File: src/rtl/if_stage_fetch_if.sv
// Instruction-memory read channel between the fetch stage (master) and instruction memory (slave).
// One request is outstanding at a time; ack is a single-cycle completion pulse carrying rdata.
interface if_stage_fetch_if;
    logic        imem_req;
    logic [31:0] imem_addr;
    logic [31:0] imem_rdata;
    logic        imem_ack;

    modport master (
        output imem_req,
        output imem_addr,
        input  imem_rdata,
        input  imem_ack
    );

    modport slave (
        input  imem_req,
        input  imem_addr,
        output imem_rdata,
        output imem_ack
    );
endinterface

File: src/rtl/if_stage_fetch.sv
// Instruction-fetch stage: owns the PC, reads instruction memory and loads the IF/ID register.
// Optional IF_FETCH_COUNT_EN adds a fetch_count port counting valid IF/ID loads.
module if_stage_fetch #(
    parameter logic [31:0] RESET_PC  = 32'h0000_0000,
    parameter logic [31:0] NOP_INSTR = 32'h0000_0000
) (
    input  logic                  clk,
    input  logic                  rst,
    input  logic                  freeze,
    input  logic                  Branch_taken,
    input  logic [31:0]           BranchAddr,
    if_stage_fetch_if.master      imem,
    output logic                  IF_valid,
    output logic [31:0]           IF_Instruction,
    output logic [31:0]           IF_PC
`ifdef IF_FETCH_COUNT_EN
    ,
    output logic [31:0]           fetch_count
`endif
);

    typedef enum logic [1:0] {
        StFetch,
        StHold,
        StDrain
    } state_e;

    state_e      state_q, state_d;
    logic [31:0] fetch_addr_q, fetch_addr_d;
    logic [31:0] drain_addr_q, drain_addr_d;
    logic [31:0] hold_buf_q, hold_buf_d;
    logic        valid_q, valid_d;
    logic [31:0] instr_q, instr_d;
    logic [31:0] pc_q, pc_d;
    logic [31:0] next_addr;

    assign next_addr = fetch_addr_q + 32'd4;

    // DRAIN keeps presenting the abandoned address until its ack retires the access.
    assign imem.imem_req  = ~rst & (state_q != StHold);
    assign imem.imem_addr = (state_q == StDrain) ? drain_addr_q : fetch_addr_q;

    assign IF_valid       = valid_q;
    assign IF_Instruction = instr_q;
    assign IF_PC          = pc_q;

    always_comb begin
        state_d      = state_q;
        fetch_addr_d = fetch_addr_q;
        drain_addr_d = drain_addr_q;
        hold_buf_d   = hold_buf_q;
        valid_d      = valid_q;
        instr_d      = instr_q;
        pc_d         = pc_q;

        if (Branch_taken) begin
            // Flush keeps IF_PC; the buffered word, if any, is dropped.
            valid_d      = 1'b0;
            instr_d      = NOP_INSTR;
            hold_buf_d   = NOP_INSTR;
            fetch_addr_d = BranchAddr;
            unique case (state_q)
                StFetch: begin
                    if (!imem.imem_ack) begin
                        state_d      = StDrain;
                        drain_addr_d = fetch_addr_q;
                    end
                end
                StHold:  state_d = StFetch;
                StDrain: begin
                    if (imem.imem_ack) begin
                        state_d = StFetch;
                    end
                end
                default: state_d = StFetch;
            endcase
        end else begin
            unique case (state_q)
                StFetch: begin
                    if (imem.imem_ack) begin
                        if (freeze) begin
                            hold_buf_d = imem.imem_rdata;
                            state_d    = StHold;
                        end else begin
                            valid_d      = 1'b1;
                            instr_d      = imem.imem_rdata;
                            pc_d         = next_addr;
                            fetch_addr_d = next_addr;
                        end
                    end else if (!freeze) begin
                        valid_d = 1'b0;
                        instr_d = NOP_INSTR;
                    end
                end
                StHold: begin
                    if (!freeze) begin
                        valid_d      = 1'b1;
                        instr_d      = hold_buf_q;
                        pc_d         = next_addr;
                        fetch_addr_d = next_addr;
                        state_d      = StFetch;
                    end
                end
                StDrain: begin
                    if (imem.imem_ack) begin
                        state_d = StFetch;
                    end
                end
                default: state_d = StFetch;
            endcase
        end
    end

    always_ff @(posedge clk or posedge rst) begin
        if (rst) begin
            state_q      <= StFetch;
            fetch_addr_q <= RESET_PC;
            drain_addr_q <= RESET_PC;
            hold_buf_q   <= NOP_INSTR;
            valid_q      <= 1'b0;
            instr_q      <= NOP_INSTR;
            pc_q         <= 32'h0000_0000;
        end else begin
            state_q      <= state_d;
            fetch_addr_q <= fetch_addr_d;
            drain_addr_q <= drain_addr_d;
            hold_buf_q   <= hold_buf_d;
            valid_q      <= valid_d;
            instr_q      <= instr_d;
            pc_q         <= pc_d;
        end
    end

`ifdef IF_FETCH_COUNT_EN
    logic [31:0] count_q;
    logic        load_valid;

    assign load_valid = ~Branch_taken & ~freeze &
                        (((state_q == StFetch) & imem.imem_ack) | (state_q == StHold));
    assign fetch_count = count_q;

    always_ff @(posedge clk or posedge rst) begin
        if (rst) begin
            count_q <= 32'h0000_0000;
        end else if (load_valid) begin
            count_q <= count_q + 32'd1;
        end
    end
`endif

endmodule

File: src/flat_wrapper.sv
// flat-port wrapper written by rule: the top's interface ports become plain ports
module if_stage_fetch_flat 
#(
    parameter logic [31:0] RESET_PC  = 32'h0000_0000,
    parameter logic [31:0] NOP_INSTR = 32'h0000_0000
)
  (clk, rst, freeze, Branch_taken, BranchAddr, IF_valid, IF_Instruction, IF_PC, imem_imem_req, imem_imem_addr, imem_imem_rdata, imem_imem_ack);
  if_stage_fetch_if imem_i ();
  input  logic clk;
  input  logic rst;
  input  logic freeze;
  input  logic Branch_taken;
  input  logic [31:0] BranchAddr;
  output logic IF_valid;
  output logic [31:0] IF_Instruction;
  output logic [31:0] IF_PC;
  output wire logic [$bits(imem_i.imem_req)-1:0] imem_imem_req;
  output wire logic [$bits(imem_i.imem_addr)-1:0] imem_imem_addr;
  input wire logic [$bits(imem_i.imem_rdata)-1:0] imem_imem_rdata;
  input wire logic [$bits(imem_i.imem_ack)-1:0] imem_imem_ack;
  assign imem_imem_req = imem_i.imem_req;
  assign imem_imem_addr = imem_i.imem_addr;
  assign imem_i.imem_rdata = imem_imem_rdata;
  assign imem_i.imem_ack = imem_imem_ack;
  if_stage_fetch #(.RESET_PC(RESET_PC), .NOP_INSTR(NOP_INSTR)) u_core (.clk(clk), .rst(rst), .freeze(freeze), .Branch_taken(Branch_taken), .BranchAddr(BranchAddr), .imem(imem_i), .IF_valid(IF_valid), .IF_Instruction(IF_Instruction), .IF_PC(IF_PC));
endmodule
File: config.mk
export PLATFORM = sky130hd
export DESIGN_NAME = if_stage_fetch_flat
export DESIGN_NICKNAME = d
export VERILOG_FILES = /design/src/rtl/if_stage_fetch_if.sv /design/src/rtl/if_stage_fetch.sv /design/src/flat_wrapper.sv
export SDC_FILE = /design/constraint.sdc
export NUM_CORES = 1
export LEC_CHECK = 0
export CELL_PAD_IN_SITES_DETAIL_PLACEMENT = 1
export CELL_PAD_IN_SITES_GLOBAL_PLACEMENT = 1
export CORE_ASPECT_RATIO = 1.25
export CORE_MARGIN = 2
export CORE_UTILIZATION = 39
export CTS_CLUSTER_SIZE = 40
export DETAILED_ROUTE_END_ITERATION = 10
export PLACE_DENSITY = 0.79
export REMOVE_ABC_BUFFERS = 1
export SLEW_MARGIN = 20
export SYNTH_ARGS = -nofsm -noshare
export SYNTH_HDL_FRONTEND = slang
export SYNTH_SLANG_ARGS = --single-unit
File: constraint.sdc
create_clock -name clk -period 6.08 [get_ports clk]
set_clock_uncertainty 0.2 [all_clocks]
set_input_delay 0.912 -clock clk [delete_from_list [all_inputs] [get_ports clk]]
set_output_delay 0.912 -clock clk [all_outputs]
set_load 0.02 [all_outputs]
==> flow_summary.toml <==
[final_layout]
nets = 1011
syn2layout_area_growth_pct = 30.5
layout-drive-gt1-share = 0.136
fin_util = 0.515
diodes = 0

[min_path]
hold_start = "u_core.drain_addr_q[26]"
holdCritPathClass = "reg2reg"

[worst_setup_path]
crit_arrival_ps = 2620
crit_path_start = "u_core.state_q[1]"
max_stage_delay_ps = 570
worstPathCellList = "nor2b_4, buf_12, mux2_2, clkdlybuf4s50_1"
crit_fanout = 24
path_class = "reg2out"
cp-start-kind = "register"
r2r-start = "u_core.fetch_addr_q[2]"
cp.required_ps = 4970
setup.worst_path.end_class = "primary output"
worst_path_max_delay_cell = "dfrtp_1"

[floorplan]
initial_utilization = 0.395
std_cell_rows = 58
die_h_um = 163
core-area_um2 = 20000
ios = 167
die_x_um = 131
die_area_um2 = 21400

[clock_network]
root_buffer = "clkbuf_16"
post_cts_buffers = 0
cts_buffers = 17
cts_sinks = 163
postCtsHoldBufs = 0
clk_latency_ps = 430
clockBufferDepth = 2
cts_tree = "built"
htree_levels = 4
cts_resized = 0
clkTransAtPathRegs_ps = 60

[placement]
place.gp.congestion = 0.784
io_buffers = 166
dp_hpwl_um = 15000

[yosys]
synth_xor_area_frac = 0.0621
synth_fa_ha_area_frac = 0.00158
ys.warnings.count = 0
synthMuxAreaShare = 0.101
synth_top_family_by_area = "simple AND/OR/NAND/NOR gates"
ys_seq_area_frac = 0.516
avgSynthCellArea_um2 = 9.67
syn-cell-area_um2 = 7900
synth_seq_cells = 163
syn_inst = 817
synth_compound_area_frac = 0.0944
synthDistinctLibCells = 33
yosys.area_share.simple = 0.185

[timing]
hold_viol = 0
final.period_utilization = 0.614
period_needed_ps = 3730
fmax_mhz = 268
timing.hold.ws_ps = 304
tightest_slew_ps = 986
slew_violations = 0
max-slew-margin-rel = 0.337
rsz0062_at_grt = "false"
finalSetupViolations = 0

[grt]
grt_max_degree = 90
overflow = 0
grt_usage = 0.220
antenna_found_initial = 0
grt_pass1_wl_um = 37300
grt_pass1_vias = 6914

[detailed_routing]
vias_per_cell = 5.32
antenna_left = 0
drt-total-wl_um = 22900
initialDrtViolationCount = 443
vias = 6516
drc = 0
drtPass1Iterations = 4
wire_per_inst_um = 18.7

[job]
max-cap-violations = 0

[power_and_ir_drop]
p_leak_nw = 4.02
irDropWorstVdd_v = 0.000186
cellPowerDensity_nw_per_um2 = 306

[outcome]
status = "completed"
registers in the layout (all words and copies together) (netlist names):
name                   flops
u_core.IF_Instruction     32
u_core.IF_PC              32
u_core.drain_addr_q       32
u_core.fetch_addr_q       32
u_core.hold_buf_q         32
u_core.state_q             2
u_core.IF_valid            1
per-stage QoR:
stage               power [mW]  worst slack (ps)  instance area (um2)  instances  setup TNS [ps]
floorplan                 1.75              -775                 7600        742          -15400
global placement          2.12              2540                 9730       1191               0
detailed placement        2.14              2420                 9730       1191               0
CTS                       3.19              1940                10300       1223               0
global route              3.31              2200                10300       1224               0
finish                    3.15              2350                10300       1224               0
final timing paths:
kind,to,slack (ps),depth (start not counted)
max,imem_imem_addr[6],2350,4
min,u_core.drain_addr_q[26],300,1
max reg2reg,u_core.fetch_addr_q[24],3310,6
min reg2reg,u_core.drain_addr_q[26],300,1
max in group asynchronous,u_core.IF_valid,3710,3
min in group asynchronous,u_core.hold_buf_q[19],850,2
critical path, delay by kind of cell, from the launching register on:
family	cells	cell delay (ps)
flops	1	570
simple gates	1	450
mux	1	360
buf+inv	2	810
routing by layer:
metal	share of wire	vias to the layer above	GRT usage	routed length (um)
met4	0.015	0	0.0603	337
met5	0	-	0	0
met2	0.50	176	0.384	11300
li1	-	3059	-	-
met1	0.43	3253	0.265	9780
met3	0.062	28	0.0680	1420
synth_stat cells:
cell type / number / area share
buf_4: 2 / 0.0019
buf_1: 4 / 0.0019
and2_1: 3 / 0.0024
nor2_1: 82 / 0.039
xnor2_1: 27 / 0.030
o21ai_0: 32 / 0.020
buf_2: 13 / 0.0082
nor4_1: 1 / 0.00079
mux2i_1: 1 / 0.0013
nand4_2: 1 / 0.0016
xor2_1: 29 / 0.032
or4_1: 2 / 0.0019
nor4b_1: 1 / 0.0011
nor2b_1: 3 / 0.0024
a21oi_1: 60 / 0.038
or4_4: 1 / 0.0014
nand3_1: 49 / 0.031
nor3_1: 10 / 0.0063
and4_1: 4 / 0.0044
nand4_1: 17 / 0.013
a311oi_1: 32 / 0.035
o21ai_1: 1 / 0.00063
nor3_2: 1 / 0.0013
ha_1: 1 / 0.0016
and3_1: 4 / 0.0032
clkbuf_1: 56 / 0.027
nand2_1: 139 / 0.066
nand4_4: 1 / 0.0027
inv_1: 2 / 0.00095
nor4_2: 3 / 0.0048
nand2b_1: 2 / 0.0016
mux2_2: 70 / 0.10
dfrtp_1: 163 / 0.52
logic make-up after synthesis:
| group | count (synthesis) |
|---|---|
| multiplexers | 71 |
| flip-flops | 163 |
| buffers and inverters | 77 |
| adder cells (fa/ha/maj) | 1 |
| AO/OA/AOI/OAI | 125 |
| XOR/XNOR | 56 |
| AND/OR/NAND/NOR | 324 |
layout by cell type, fill, tap and decap left out, types with 5 or more instances in the layout:
cell type,n
nand4_1,17
clkinvlp_4,5
clkbuf_16,17
a311oi_1,32
nand3_1,49
buf_4,14
mux2_2,70
nand2_1,139
nor2_1,80
o21ai_0,31
xor2_1,29
clkdlybuf4s50_1,165
nor3_1,10
a21oi_1,60
xnor2_1,27
dfrtp_1,163
where the power goes:
part,switching [mW],total (mW),internal [mW]
Clock,0.465,1.03,0.568
Combinational,0.380,0.757,0.377
Sequential,0.124,1.36,1.24
Total,0.969,3.15,2.18
area by class of cell:
cell class,count,area (um2)
well taps,270,338
clock inverters,14,129
clock buffers,18,429
multi-input cells,577,3550
inverters,2,12.5
flip-flops and latches,163,4080
repair buffers,180,1780
fillers,2266,9720
Note: power is estimated with default switching activity, not from simulation.
